$ cat src/rtl/ifid_ctrl_pkg.sv
// Shared pipeline definitions: IF/ID control FSM encoding, register/NOP constants
// and the control-output bundle used by the IF/ID hazard controller.
package ifid_ctrl_pkg;

  localparam int unsigned REG_W   = 5;
  localparam int unsigned INSTR_W = 32;
  localparam int unsigned ST_W    = 2;

  localparam logic [ST_W-1:0] ST_RUN    = 2'd0;
  localparam logic [ST_W-1:0] ST_MISS   = 2'd1;
  localparam logic [ST_W-1:0] ST_REPLAY = 2'd2;
  localparam logic [ST_W-1:0] ST_ERROR  = 2'd3;

  localparam logic [REG_W-1:0]   ZERO_REG  = '0;
  localparam logic [INSTR_W-1:0] NOP_INSTR = '0;

  typedef struct packed {
    logic pc_write;
    logic ifid_write;
    logic ifid_flush;
    logic idex_bubble;
    logic refill_req;
  } pipe_ctrl_t;

  // Frozen front end: nothing advances, ID/EX gets a NOP so ID is not issued twice.
  function automatic pipe_ctrl_t ctrl_stall();
    pipe_ctrl_t c;
    c             = '0;
    c.idex_bubble = 1'b1;
    return c;
  endfunction

  // Normal advance of PC and IF/ID.
  function automatic pipe_ctrl_t ctrl_advance();
    pipe_ctrl_t c;
    c            = '0;
    c.pc_write   = 1'b1;
    c.ifid_write = 1'b1;
    return c;
  endfunction

endpackage

$ cat src/rtl/ifid_ctrl_hazard_detect.sv
// Load-use hazard compare between the load in ID/EX and the sources in IF/ID.
module hazard_detect
  import ifid_ctrl_pkg::*;
(
  input  logic             idex_memread,
  input  logic [REG_W-1:0] idex_rt,
  input  logic [REG_W-1:0] ifid_rs,
  input  logic [REG_W-1:0] ifid_rt,
  output logic             load_use_c
);

  // A load into the zero register never creates a dependency.
  assign load_use_c = idex_memread && (idex_rt != ZERO_REG) &&
                      ((idex_rt == ifid_rs) || (idex_rt == ifid_rt));

endmodule

$ cat src/rtl/ifid_ctrl.sv
// IF/ID pipeline controller: branch flush, I-cache miss/refill sequencing with
// timeout, load-use stalls and a saturating stall-cycle counter.
module ifid_ctrl
  import ifid_ctrl_pkg::*;
#(
  parameter int unsigned CNT_W      = 16,
  parameter int unsigned REFILL_MAX = 15
) (
  input  logic             clk,
  input  logic             rstn,
  input  logic             icache_hit,
  input  logic             refill_ack,
  input  logic             branch_taken,
  input  logic             idex_memread,
  input  logic [REG_W-1:0] idex_rt,
  input  logic [REG_W-1:0] ifid_rs,
  input  logic [REG_W-1:0] ifid_rt,
  output logic             pc_write,
  output logic             ifid_write,
  output logic             ifid_flush,
  output logic             idex_bubble,
  output logic             refill_req,
  output logic             timeout_err,
  output logic [CNT_W-1:0] stall_cycles
);

  localparam int unsigned RC_W = $clog2(REFILL_MAX + 1);

  logic [ST_W-1:0]  state_q;
  logic [ST_W-1:0]  state_d;
  logic [RC_W-1:0]  rc_q;
  logic             flush_pend_q;
  logic             timeout_q;
  logic [CNT_W-1:0] stall_q;
  logic             load_use_c;
  pipe_ctrl_t       ctrl;

  hazard_detect u_hazard_detect (
    .idex_memread (idex_memread),
    .idex_rt      (idex_rt),
    .ifid_rs      (ifid_rs),
    .ifid_rt      (ifid_rt),
    .load_use_c   (load_use_c)
  );

  // State register.
  always_ff @(posedge clk or posedge rstn) begin
    if (rstn) begin
      state_q <= ST_RUN;
    end else begin
      state_q <= state_d;
    end
  end

  // Next state and control outputs; RUN priority is branch > miss > load-use.
  always_comb begin
    state_d = state_q;
    ctrl    = '0;
    case (state_q)
      ST_RUN: begin
        if (branch_taken) begin
          ctrl            = ctrl_advance();
          ctrl.ifid_flush = 1'b1;
        end else if (!icache_hit) begin
          ctrl    = ctrl_stall();
          state_d = ST_MISS;
        end else if (load_use_c) begin
          ctrl = ctrl_stall();
        end else begin
          ctrl            = ctrl_advance();
          ctrl.ifid_flush = flush_pend_q;
        end
      end
      ST_MISS: begin
        ctrl            = ctrl_stall();
        ctrl.refill_req = 1'b1;
        if (refill_ack) begin
          state_d = ST_REPLAY;
        end else if (rc_q == RC_W'(REFILL_MAX - 1)) begin
          state_d = ST_ERROR;
        end
      end
      ST_REPLAY: begin
        ctrl    = ctrl_stall();
        state_d = ST_RUN;
      end
      ST_ERROR: begin
        ctrl = ctrl_stall();
      end
      default: begin
        ctrl    = ctrl_stall();
        state_d = ST_RUN;
      end
    endcase
  end

  // A flush owed from a branch seen while stalled survives until the next RUN cycle.
  always_ff @(posedge clk or posedge rstn) begin
    if (rstn) begin
      rc_q         <= '0;
      flush_pend_q <= 1'b0;
      timeout_q    <= 1'b0;
      stall_q      <= '0;
    end else begin
      if ((state_q != ST_MISS) && (state_d == ST_MISS)) begin
        rc_q <= '0;
      end else if (state_q == ST_MISS) begin
        rc_q <= rc_q + RC_W'(1);
      end

      if (state_q == ST_RUN) begin
        flush_pend_q <= 1'b0;
      end else if (((state_q == ST_MISS) || (state_q == ST_REPLAY)) && branch_taken) begin
        flush_pend_q <= 1'b1;
      end

      if (state_d == ST_ERROR) begin
        timeout_q <= 1'b1;
      end

      if (!ctrl.pc_write && (stall_q != {CNT_W{1'b1}})) begin
        stall_q <= stall_q + CNT_W'(1);
      end
    end
  end

  // Reset forces the pipeline safe regardless of the clock.
  assign pc_write     = ~rstn & ctrl.pc_write;
  assign ifid_write   = ~rstn & ctrl.ifid_write;
  assign ifid_flush   =  rstn | ctrl.ifid_flush;
  assign idex_bubble  =  rstn | ctrl.idex_bubble;
  assign refill_req   = ~rstn & ctrl.refill_req;
  assign timeout_err  = timeout_q;
  assign stall_cycles = stall_q;

endmodule

$ cat config.mk
export PLATFORM = sky130hd
export DESIGN_NAME = ifid_ctrl
export DESIGN_NICKNAME = d
export VERILOG_FILES = /design/src/rtl/ifid_ctrl_pkg.sv /design/src/rtl/ifid_ctrl_hazard_detect.sv /design/src/rtl/ifid_ctrl.sv
export SDC_FILE = /design/constraint.sdc
export NUM_CORES = 1
export LEC_CHECK = 0
export CAP_MARGIN = 20
export CORE_AREA = 4 4 61 63
export CTS_CLUSTER_SIZE = 8
export DETAILED_ROUTE_END_ITERATION = 12
export DIE_AREA = 0 0 65 67
export HOLD_SLACK_MARGIN = 0.02
export PLACE_DENSITY = 0.83
export SYNTH_ARGS = -nofsm -noshare
export SYNTH_HDL_FRONTEND = slang
export SYNTH_SLANG_ARGS = --single-unit
$ cat constraint.sdc
create_clock -name clk -period 2.5 [get_ports clk]
set_input_delay 0.25 -clock clk [delete_from_list [all_inputs] [get_ports clk]]
set_output_delay 0.25 -clock clk [all_outputs]
set_load 0.05 [all_outputs]
After elaboration in Yosys (flattened, before gate mapping)
Cells that the tools add are included.
- flip-flop bits (word level): 24
- bits in latches: 0
- RAM bits: 0
- bits in read-only memories: 0
- bits of input ports: 21
- word-level logic and storage cells: 49
- memories kept: 0
- add/sub/neg operators: 2
- $mul: 0
- div/mod/pow operators: 0
- $lt $le $gt $ge: 0
- equality and inequality tests: 10
- shifts and indexed selects: 0
- muxes and demuxes: 13
- bitwise gates (word level): 6
- reduce and logical (&&, ||, !) cells: 13
- operators by type and width (operator ; number):
    $add 16x1->16 const B ; 1
    $ne 16x16->1 const B ; 1
    $mux 5 ; 3
    $pmux 5 s3 ; 1
    $eq 5x5->1 ; 2
    $mux 2 ; 4
    $mux 4 ; 2
    $eq 2x2->1 const B ; 3
    $pmux 2 s3 ; 1
    $logic_and 1x1->1 ; 5
    $reduce_bool 5->1 ; 1
    $add 4x1->4 const B ; 1
    $eq 2x1->1 const B ; 2
    $eq 4x4->1 const B ; 1
    $reduce_bool 2->1 ; 2
    $and 1x1->1 ; 3
    $logic_not 2->1 ; 1
    $logic_or 1x1->1 ; 2
    $mux 1 ; 2
    $ne 2x1->1 const B ; 1
    $or 1x1->1 ; 2
    $reduce_or 2->1 ; 1
    $logic_not 1->1 ; 1
    $not 1->1 ; 1

Depth between registers and ports, before layout
Gate-level depths: netlist of run 1.
- word-level depth: 9
- gate-level depth with buffers: 8
- mapped depth without buffers: 8

By module
From an unflattened synthesis of run 1, not the netlist that was laid out.
- cell total of the unflattened synthesis: 146
- area total of the unflattened synthesis: 1431.4 µm²
- modules (own cells, without submodules) (module ; times used ; cells an instance ; area an instance (µm²) ; sequential area each (µm²)):
    ifid_ctrl ; 1 ; 129 ; 1306.3 ; 600.6
    hazard_detect ; 1 ; 17 ; 125.1 ; 0.0

Worst setup path after synthesis of run 1
OpenSTA, ideal clock, no wires.
- kind: input port to output port
- from: in idex_rt[0]
- to: out ifid_flush
- data arrival time: 2.331 ns
- path slack: -0.081 ns
- cell stages on the path: 5
- cells stage by stage: or4_1 > o21ai_2 > o21ai_4 > buf_4 > o21ai_0
- longest elaborated chain between the ends: 8
- elaborated cells between the ends (all ways): 11
- those cells by class: 2 x eq/ne; 4 x mux; 1 x bitwise; 4 x reduce/logical
- ends and longest elaborated chain (element ; RTL line ; text):
    start, declared ; ifid_ctrl.sv:15 ; input logic [REG_W-1:0] idex_rt,
    $eq 5x5->1 / $reduce_bool 5->1 (equally long branches) ; ifid_ctrl_hazard_detect.sv:14, ifid_ctrl_hazard_detect.sv:13 ;
    $logic_or 1x1->1 / $logic_and 1x1->1 (equally long branches) ; ifid_ctrl_hazard_detect.sv:14, ifid_ctrl_hazard_detect.sv:13 ;
    $logic_and 1x1->1 (*) ; ifid_ctrl_hazard_detect.sv:13 ; assign load_use_c = idex_memread && (idex_rt != ZERO_REG) &&
    $mux 5 (*) ; ifid_ctrl.sv:67 ; end else if (load_use_c) begin
    $mux 5 (*) ; ifid_ctrl.sv:64 ; end else if (!icache_hit) begin
    $mux 5 (*) ; ifid_ctrl.sv:61 ; if (branch_taken) begin
    $pmux 5 s3 (*) ; ifid_ctrl.sv:59 ; case (state_q)
    $or 1x1->1 (*) ; ifid_ctrl.sv:130 ; assign ifid_flush = rstn | ctrl.ifid_flush;
    end, declared ; ifid_ctrl.sv:20 ; output logic ifid_flush,
Mark *: on every way between the ends. The rest lies on a longest branch, timed or not.

Final worst setup path of run 1
- from: in idex_rt[0]
- to: out ifid_write
- longest elaborated chain between the ends: 8
- elaborated cells between the ends (all ways): 11
- those cells by class: 2 x eq/ne; 4 x mux; 1 x bitwise; 4 x reduce/logical
- ends and longest elaborated chain (element ; RTL line ; text):
    $eq 5x5->1 / $reduce_bool 5->1 (equally long branches) ; ifid_ctrl_hazard_detect.sv:14, ifid_ctrl_hazard_detect.sv:13 ;
    $logic_or 1x1->1 / $logic_and 1x1->1 (equally long branches) ; ifid_ctrl_hazard_detect.sv:14, ifid_ctrl_hazard_detect.sv:13 ;
    $logic_and 1x1->1 (*) ; ifid_ctrl_hazard_detect.sv:13 ;
    $mux 5 (*) ; ifid_ctrl.sv:67 ;
    $mux 5 (*) ; ifid_ctrl.sv:64 ;
    $mux 5 (*) ; ifid_ctrl.sv:61 ;
    $pmux 5 s3 (*) ; ifid_ctrl.sv:59 ;
    $and 1x1->1 (*) ; ifid_ctrl.sv:129 ; assign ifid_write = ~rstn & ctrl.ifid_write;
    end, declared ; ifid_ctrl.sv:19 ; output logic ifid_write,
Marks and branches as above.

==> parameters.txt, run 1 <==
Parameter                              Value

Status
  Status    complete, no violations

Worst setup path
  Largest delay share family, worst path    buffers and inverters
  Worst setup path start    idex_rt[0]
  Endpoint class of the critical path    output pin
  CP Data Required Time    2.25 ns
  Reg2reg path depth    7
  Buf+Inv Stages, Crit Path    3
  Worst endpoint data arrival time    2.09 ns
  Crit path depth    7
  Critical-path cell with the highest stage delay    sky130_fd_sc_hd__or4_1
  Startpoint of the most critical register-to-register path    stall_cycles[0]
  Largest stage delay, worst path    0.57 ns
  Max Fanout on Critical Path    4
  Worst reg2reg endpoint    stall_cycles[1]
  Register-to-register setup slack    roughly 0.41 ns
  End of the critical path    ifid_write
  Critical path launch point type    input pin
  Critical path start-end classification    in -> out
  Cells along the critical path    clkdlybuf4s50_1, or4_1, o21ai_2, o21ai_4, nand2b_1, inv_1, buf_12

Layout
  Total number of nets in the final design    225
  Area grow syn2layout    38.7%
  Layout cell share with drive strength beyond 1    9.18%
  Antenna Cells    0

Global routing
  Global route overflow    0
  First-pass GRT wire length    roughly 5.0 mm
  Largest net degree at the start of global routing    16
  Routing usage on met3    around 2.7%
  Met1 track demand over resource in global routing    between 10% and 20%
  Total GRT Usage    about 15%
  Initial antenna violation count    0
  Most utilized layer in the global route result    met2
  Vias in the first global route    1177
  Met2 global-route usage    24.8%

Routing
  Detailed-route DRC error count    0
  DRC violation total after the first TritonRoute iteration    54
  Post-detailed-route count of antenna-violating nets    0
  Drt wl/cell    about 12 µm
  First-pass iteration count of the detailed router    4
  Detailed Route WL    between 2 and 3 mm
  Detail-routed via count per cell    between 5 and 6
  Vias after detailed routing    1245

STA
  Final worst path period need    ~2.3 ns
  Period utilization    93.6%
  RSZ-0062 raised after global routing    no
  Tightest Pin Transition    0.509 ns
  Maximum clock frequency    ~430 MHz
  Hold WS    0.246 ns
  Final Skew    0.00434 ns
  Hold violation total from the final report    0
  Relative max-transition margin    66.0%
  Setup_tns    0 ns
  Count of endpoints failing setup in the final report    0
  Max Slew Vio Count    0

Placement
  Count of buffers inserted at the top-level ports    42
  Sum of net half-perimeters after detailed placement    2.38 mm
  Final Wtd Congestion    around 0.8

Logic synthesis
  Distinct cell type count of the synthesized netlist    33
  Register area share after synthesis    around two fifths
  Fraction of post-synthesis cell area in the top cell type by area    41.7%
  Cell area after synthesis    1440 µm²
  YS warnings    0
  Post-Syn Instances    149
  Post-synth top area cell    sky130_fd_sc_hd__dfrtp_1
  Ranking of synthesized cells by area    sky130_fd_sc_hd__dfrtp_1 42%, sky130_fd_sc_hd__xnor2_1 6.7%, sky130_fd_sc_hd__ha_1 6.1%
  Post-Syn Area per Cell    9.67 µm²
  Number of synthesized register bits    24
  Synthesized Nets    177

Clock tree
  Cell chosen for the clock root    sky130_fd_sc_hd__clkbuf_4
  Sinks on Clock Net    24
  CTS H-Tree Depth    1
  CTS tree    built
  Post-CTS Hold Buffers    0
  Latest clock arrival within the worst-skew pair    0.31 ns
  Number of buffers on the longest clock path    2
  Post-cts repair resize count    0
  CTS clock-pin slew for the worst setup and hold paths    0.13 ns
  Setup bufs post-CTS    0
  Clock buffer count from CTS    3

Die
  Core box area    3230 µm²
  Chip height    about 67 µm
  Std-Cell Rows    21
  Total Die Area    4360 µm²
  I/O pin count    43
  Initial Utilization    44.6%
  Die Wd    65 µm

Pwr
  Total power of the final layout    roughly 1.8 mW
  Maximum VDD drop    841 µV
  Pwr dens    about 900 nW/µm²
  Total leakage power    0.866 nW

Worst hold path
  Class of the worst hold path    in -> async

Run
  # Max-Cap Violations    0
-- flip-flops by register name, summed over array words and instances (netlist names) --
register / cells
rc_q: 4
state_q: 2
timeout_err: 1
flush_pend_q: 1
stall_cycles: 16
-- worst min path at each step --
stage / start / end / slack (ns) / depth (start not counted)
after floorplan: rstn / flush_pend_q / 0.28 / 1
final: rstn / stall_cycles[12] / 0.25 / 2
after CTS: rstn / rc_q[2] / 0.27 / 2
after global routing: rstn / stall_cycles[12] / 0.28 / 2
after detailed placement: timeout_err / timeout_err / 0.45 / 1
after global placement: timeout_err / timeout_err / 0.45 / 1
-- final cells by class --
cell class	count	area [µm²]
fillers	289	1230
multi-input cells	116	792
flip-flops and latches	24	601
repair buffers	46	490
well taps	46	57.6
clock buffers	4	36.3
inverters	6	22.5
-- metal layers --
metal	vias to the layer above	part of all wire [%]
li1	619	-
met1	574	45
met2	48	47
met3	4	6.8
met4	0	1.5
met5	-	0
-- synthesized netlist by cell type --
cell and count:
sky130_fd_sc_hd__or3_1 1, sky130_fd_sc_hd__buf_4 2, sky130_fd_sc_hd__or2_1 1, sky130_fd_sc_hd__mux2_2 2, sky130_fd_sc_hd__and4_1 1, sky130_fd_sc_hd__o21a_1 1
sky130_fd_sc_hd__nand4_1 2, sky130_fd_sc_hd__mux2_4 1, sky130_fd_sc_hd__nor2_1 6, sky130_fd_sc_hd__nand2b_1 1, sky130_fd_sc_hd__and3_1 12, sky130_fd_sc_hd__o21ai_2 1
sky130_fd_sc_hd__o21ai_0 12, sky130_fd_sc_hd__nor2b_1 2, sky130_fd_sc_hd__ha_1 7, sky130_fd_sc_hd__dfrtp_1 24, sky130_fd_sc_hd__a31oi_1 5, sky130_fd_sc_hd__nor3b_1 1
sky130_fd_sc_hd__a22oi_1 1, sky130_fd_sc_hd__buf_6 1, sky130_fd_sc_hd__nand4b_1 1, sky130_fd_sc_hd__inv_1 6, sky130_fd_sc_hd__xor2_1 10, sky130_fd_sc_hd__mux2_1 1
sky130_fd_sc_hd__a21oi_1 3, sky130_fd_sc_hd__or4_1 1, sky130_fd_sc_hd__o21ai_4 1, sky130_fd_sc_hd__a21o_1 1, sky130_fd_sc_hd__nor3_1 4, sky130_fd_sc_hd__nand2_1 10
sky130_fd_sc_hd__nand2_4 1, sky130_fd_sc_hd__xnor2_1 11, sky130_fd_sc_hd__nand3_1 15
-- report_power, final --
part	internal (mW)	leakage [nW]	total [mW]	switching [mW]
Sequential	0.492	0.314	0.619	0.127
Combinational	0.405	0.531	0.981	0.577
Clock	0.0890	0.0210	0.204	0.115
Total	0.985	0.866	1.80	0.819
-- through the flow --
stage          utilization [%]  instance area [µm²]  std cells  worst slack [ns]
2_1_floorplan                -                 1440        149            0.0158
3_3_place_gp              60.7                 1960        238             0.185
3_5_place_dp              60.7                 1960        238             0.125
4_1_cts                   61.9                 2000        242             0.125
5_1_grt                   61.9                 2000        242            0.0719
6_report                  61.9                 2000        242             0.161
-- layout by cell type, fill, tap and decap left out, types with 2 or more instances in the layout --
cell type                         instances
sky130_fd_sc_hd__inv_1                    6
sky130_fd_sc_hd__nand2_1                 10
sky130_fd_sc_hd__dfrtp_1                 24
sky130_fd_sc_hd__xnor2_1                 11
sky130_fd_sc_hd__clkdlybuf4s50_1         38
sky130_fd_sc_hd__nor3_1                   4
sky130_fd_sc_hd__a21oi_1                  3
sky130_fd_sc_hd__nor2_1                   6
sky130_fd_sc_hd__nand4_1                  2
sky130_fd_sc_hd__and3_1                  12
sky130_fd_sc_hd__clkbuf_4                 3
sky130_fd_sc_hd__nand3_1                 15
sky130_fd_sc_hd__a31oi_1                  5
sky130_fd_sc_hd__xor2_1                  10
sky130_fd_sc_hd__nor2b_1                  2
sky130_fd_sc_hd__o21ai_0                 11
sky130_fd_sc_hd__buf_4                    4
sky130_fd_sc_hd__buf_12                   4
sky130_fd_sc_hd__mux2_2                   2
sky130_fd_sc_hd__ha_1                     7
-- kinds of logic (layout without fill, tap and decap cells) --
logic type | count (synthesis) | count (layout) | synth area share, %
simple gates | 59 | 59 | 22.0
compound gates | 25 | 25 | 10.7
flops | 24 | 24 | 41.7
xor+xnor | 21 | 21 | 12.8
buf+inv | 9 | 56 | 3.38
fa+ha+maj | 7 | 7 | 6.08
mux | 4 | 4 | 3.38
Note: power is estimated with default switching activity, not from simulation.
==> run 2: changes to the inputs <==
--- a/config.mk
+++ b/config.mk
@@ -6,12 +6,13 @@
 export NUM_CORES = 1
 export LEC_CHECK = 0
 export CAP_MARGIN = 20
-export CORE_AREA = 4 4 61 63
+export CORE_AREA = 4 4 54 56
 export CTS_CLUSTER_SIZE = 8
 export DETAILED_ROUTE_END_ITERATION = 12
-export DIE_AREA = 0 0 65 67
+export DIE_AREA = 0 0 58 60
+export DONT_BUFFER_PORTS = 1
 export HOLD_SLACK_MARGIN = 0.02
-export PLACE_DENSITY = 0.83
+export PLACE_DENSITY = 0.8
 export SYNTH_ARGS = -nofsm -noshare
 export SYNTH_HDL_FRONTEND = slang
 export SYNTH_SLANG_ARGS = --single-unit
==> parameters.txt, run 2 (synthesis gave the netlist of run 1 again) <==
Parameter                              Value

Die
  I/O pin count    43
  Core box area    roughly 2400 µm²
  Std-Cell Rows    18
  Die Wd    58 µm
  Total Die Area    3480 µm²
  Chip height    60 µm
  Initial Utilization    59.3%

Clock tree
  Number of buffers on the longest clock path    2
  CTS tree    built
  CTS H-Tree Depth    1
  Latest clock arrival within the worst-skew pair    around 0.30 ns
  Clock buffer count from CTS    3
  Cell chosen for the clock root    sky130_fd_sc_hd__clkbuf_4
  CTS clock-pin slew for the worst setup and hold paths    between 0.1 and 0.15 ns
  Sinks on Clock Net    24
  Post-cts repair resize count    0

Worst setup path
  Startpoint of the most critical register-to-register path    stall_cycles[1]
  Critical path launch point type    register
  Max Fanout on Critical Path    18
  Endpoint class of the critical path    output pin
  Worst endpoint data arrival time    roughly 1.9 ns
  Critical path start-end classification    reg -> out
  Worst setup path start    state_q[1]
  CP Data Required Time    between 2 and 2.5 ns

STA
  Period utilization    86.3%
  Count of endpoints failing setup in the final report    0
  Final worst path period need    2.16 ns
  Setup_tns    0 ns
  Tightest Pin Transition    approximately 0.48 ns
  RSZ-0062 raised after global routing    no
  Final Skew    0.00113 ns
  Hold violation total from the final report    0
  Max Slew Vio Count    0
  Relative max-transition margin    roughly two thirds
  Maximum clock frequency    463 MHz
  Slack of the critical path    0.342 ns

Layout
  Max reg flops    16
  Total number of nets in the final design    202
  # fillers    between 150 and 200
  Layout cell share with drive strength beyond 1    18.5%
  Most common cell after layout, fill and taps aside    sky130_fd_sc_hd__dfrtp_1
  Utilization of the core after routing    68.9%
  Antenna Cells    0
  Area grow syn2layout    16.3%
  Most frequent cells in the layout    24 x sky130_fd_sc_hd__dfrtp_1, 21 x sky130_fd_sc_hd__buf_4, 15 x sky130_fd_sc_hd__nand3_1

Pwr
  Pwr dens    1010 nW/µm²
  Total leakage power    0.788 nW
  Total power of the final layout    1.69 mW
  Maximum VDD drop    721 µV

Global routing
  Most utilized layer in the global route result    met2
  Largest net degree at the start of global routing    19
  Met2 global-route usage    38.4%
  Met1 track demand over resource in global routing    19.3%
  Global route overflow    0
  Routing usage on met3    between 4 and 5%
  Total GRT Usage    19.5%
  Vias in the first global route    approximately 1.3k
  First-pass GRT wire length    5.24 mm
  Initial antenna violation count    0

Placement
  Final Wtd Congestion    0.884
  Pre-CTS WS    0.425 ns
  Sum of net half-perimeters after detailed placement    2.54 mm
  Count of buffers inserted at the top-level ports    0

Routing
  Detail-routed via count per cell    5.99
  Detailed Route WL    approximately 3.2 mm
  Drt wl/cell    15.6 µm
  Detailed-route DRC error count    0
  DRC violation total after the first TritonRoute iteration    41
  Vias after detailed routing    1216
  Post-detailed-route count of antenna-violating nets    0
  First-pass iteration count of the detailed router    4

Worst hold path
  Worst hold start    branch_taken
  Class of the worst hold path    in -> reg

Run
  # Max-Cap Violations    0

Status
  Status    complete, no violations
run 2: cell types whose count changed in the layout (fill, tap and decap cells not counted):
cell                              delta
sky130_fd_sc_hd__buf_12              -3
sky130_fd_sc_hd__dlygate4sd3_1       +1
sky130_fd_sc_hd__clkdlybuf4s50_1    -38
sky130_fd_sc_hd__buf_4              +17
run 2: critical path, stage by stage, from the launching register on:
cell	delay, ns
sky130_fd_sc_hd__dfrtp_1	0.42
sky130_fd_sc_hd__inv_1	0.13
sky130_fd_sc_hd__ha_1	0.20
sky130_fd_sc_hd__o21a_1	0.19
sky130_fd_sc_hd__o21ai_4	0.16
sky130_fd_sc_hd__nand2b_1	0.21
sky130_fd_sc_hd__inv_1	0.11
sky130_fd_sc_hd__buf_12	0.18
run 2: area by class of cell:
class	count	area [µm²]	area share, %
clock buffer	4	36.3	2.16
inverter	6	22.5	1.34
multi-input combinational	116	792	47.2
sequential	24	601	35.8
tap	30	37.5	2.24
timing repair buffer	23	188	11.2
run 2: metrics by stage:
| step | std cells | hold slack (ns) | cell area [µm²] |
|---|---|---|---|
| 2_1_floorplan | 149 | 0.280 | 1440 |
| 5_1_grt | 203 | 0.113 | 1680 |
| 4_1_cts | 203 | 0.101 | 1680 |
| 3_3_place_gp | 198 | 0.119 | 1630 |
| 6_report | 203 | 0.104 | 1680 |
| 3_5_place_dp | 198 | 0.121 | 1630 |
run 2: final timing paths:
check / depth (start not counted) / endpoint / slack (ns)
setup / recovery: 7 / ifid_write / 0.34
hold / removal: 2 / flush_pend_q / 0.10
setup reg to reg: 7 / stall_cycles[1] / 0.38
hold reg to reg: 2 / flush_pend_q / 0.53
max in group asynchronous: 3 / stall_cycles[7] / 1.69
min in group asynchronous: 2 / timeout_err / 0.33
run 2: power breakdown:
group	switching (mW)	total [mW]	leakage, nW	internal, mW
combinational	0.584	0.881	0.453	0.296
sequential	0.113	0.604	0.314	0.491
clock	0.112	0.201	0.0210	0.0888
run 2: timing repair:
action                    CTS  global route
hold endpoints to repair    4             0
buffers inserted            0             0
hold buffers                1             0
run 2: per-layer routing:
layer | vias to the layer above | wire length [µm]
met1 | 578 | 1130
met4 | 0 | 45
li1 | 576 | -
met2 | 56 | 1730
met3 | 6 | 275
met5 | - | 0
==> run 3: changes to the inputs <==
==> constraint.sdc (replaced) <==
create_clock -name clk -period 2.27 [get_ports clk]
set_input_delay 0.227 -clock clk [delete_from_list [all_inputs] [get_ports clk]]
set_output_delay 0.227 -clock clk [all_outputs]
set_load 0.05 [all_outputs]
==> parameters.txt, run 3 (synthesis gave the netlist of run 1 again) <==
Parameter                              Value

Placement
  Sum of net half-perimeters after detailed placement    2.46 mm
  Count of buffers inserted at the top-level ports    0
  Number of placed instances, taps included    slightly below 200
  Final Wtd Congestion    0.865

Routing
  Vias after detailed routing    1216
  First-pass iteration count of the detailed router    7
  Detailed Route WL    3.12 mm
  Detail-routed via count per cell    approximately 5.9
  DRC violation total after the first TritonRoute iteration    65
  Drt wl/cell    15.2 µm
  Post-detailed-route count of antenna-violating nets    0
  Detailed-route DRC error count    0

Global routing
  Total GRT Usage    a little under a fifth
  Vias in the first global route    between 1k and 1.5k
  Largest net degree at the start of global routing    21
  First-pass GRT wire length    around 5.0 mm
  Initial antenna violation count    0
  Global route overflow    0

Worst hold path
  Worst hold start    branch_taken
  WHS Endpoint    flush_pend_q
  Hold Crit Depth    2
  Class of the worst hold path    in -> reg

Clock tree
  Number of buffers on the longest clock path    2
  Sinks on Clock Net    24
  Cell chosen for the clock root    sky130_fd_sc_hd__clkbuf_4
  CTS H-Tree Depth    1
  CTS clock-pin slew for the worst setup and hold paths    0.13 ns
  Latest clock arrival within the worst-skew pair    about 0.32 ns
  Clock buffer count from CTS    3
  CTS tree    built

Die
  Die Wd    58 µm
  Std-Cell Rows    18
  Total Die Area    around 3500 µm²
  Chip height    about 60 µm
  I/O pin count    43
  Core box area    2430 µm²
  Initial Utilization    approximately three fifths

Pwr
  Total power of the final layout    1.87 mW
  Pwr dens    about 1100 nW/µm²
  Net switching power figure    roughly 0.90 mW
  Combinational share of power    53.3%
  Part of the power in registers    35.9%
  Maximum VDD drop    782 µV
  Fraction of power spent switching nets    approximately half
  Fraction of power consumed by the clock network    10.7%
  Total leakage power    ~0.78 nW
  Internal power contribution    about 0.97 mW

Run
  # Max-Cap Violations    0

Layout
  Antenna Cells    0
  Area grow syn2layout    17.9%
  Total number of nets in the final design    205
  Layout cell share with drive strength beyond 1    22.2%
  Most frequent cells in the layout    24 x sky130_fd_sc_hd__buf_4, 21 x sky130_fd_sc_hd__dfrtp_1, 15 x sky130_fd_sc_hd__nand3_1
  Non-Filler Instances    206
  Most common cell after layout, fill and taps aside    sky130_fd_sc_hd__buf_4
  Utilization of the core after routing    69.9%
  # fillers    179
  Max reg flops    16

Worst setup path
  Buf+Inv Stages, Crit Path    3
  Largest delay share family, worst path    flip-flops
  Crit path depth    7
  Reg2reg path depth    8
  Startpoint of the most critical register-to-register path    state_q[1]
  CP Data Required Time    about 2.0 ns
  Register-to-register setup slack    roughly 0.23 ns
  Worst reg2reg endpoint    rc_q[2]
  Critical path launch point type    register
  Critical-path cell with the highest stage delay    sky130_fd_sc_hd__dfrtp_1
  Largest stage delay, worst path    0.42 ns
  Worst endpoint data arrival time    between 1.5 and 2 ns
  Critical path start-end classification    reg -> out
  Endpoint class of the critical path    output pin
  Cells along the critical path    inv_1, ha_1, o21a_1, o21ai_4, nand2b_2, clkinvlp_4, buf_12
  Max Fanout on Critical Path    7

Status
  Status    complete, no violations

STA
  Final worst path period need    2.05 ns
  Max Slew Vio Count    0
  Setup_tns    0 ns
  Maximum clock frequency    488 MHz
  Tightest Pin Transition    approximately 0.48 ns
  Hold violation total from the final report    0
  Relative max-transition margin    roughly two thirds
  Period utilization    90.2%
  Count of endpoints failing setup in the final report    0
  Hold WS    between 0.06 and 0.07 ns
  Final Skew    0.00101 ns
  RSZ-0062 raised after global routing    no
## run 3: through the flow
step | setup WS (ns) | instance area, µm²
6_report | 0.222 | 1700
5_1_grt | 0.0422 | 1700
4_1_cts | 0.0814 | 1680
3_5_place_dp | 0.303 | 1640
3_3_place_gp | 0.390 | 1640
2_1_floorplan | 0.0840 | 1450
## run 3: worst register-to-register path, delay by kind of cell, from the launching register on
kind,cells,cell delay (ns)
flip-flops,1,0.42
adder cells (fa/ha/maj),1,0.27
buffers and inverters,1,0.11
AO/OA/AOI/OAI,5,0.89
AND/OR/NAND/NOR,1,0.26
## run 3: cell type report
class	instances	area, µm²	share of cell area, %
Sequential cell	24	604	35.6
Clock buffer	4	26.3	1.55
Tap cell	30	37.5	2.21
Inverter	6	26.3	1.55
Timing Repair Buffer	26	210	12.4
Multi-Input combinational cell	116	795	46.8
## run 3: how the worst max path moves through the flow
stage / endpoint / from / slack (ns)
2_1_floorplan: stall_cycles[1] / stall_cycles[0] / 0.08
3_3_place_gp: stall_cycles[1] / stall_cycles[0] / 0.39
3_5_place_dp: rc_q[2] / state_q[1] / 0.30
4_1_cts: ifid_write / state_q[0] / 0.08
5_1_grt: rc_q[3] / state_q[1] / 0.04
6_report: ifid_write / state_q[1] / 0.22
## run 3: power by group through the flow
stage	logic (mW)	clock network (mW)	registers, mW
finish	0.999	0.201	0.673
global route	1.07	0.217	0.688
CTS	0.966	0.200	0.671
detailed placement	0.957	0	0.680
global placement	0.932	0	0.673
floorplan	0.484	0	0.910
## run 3: per-layer routing
metal	global-route usage, %	part of all wire (%)
met1	20.7	40
met2	34.5	51
met5	0	0
met3	4.54	7.8
met4	5.96	0.77
## run 3: what timing repair did
action                                 in CTS  in global routing
endpoints found under the hold margin       4                  0
hold buffers                                1                  0
setup endpoints to repair                   0                  2
buffers inserted                            0                  3
gates resized for setup                     0                  1
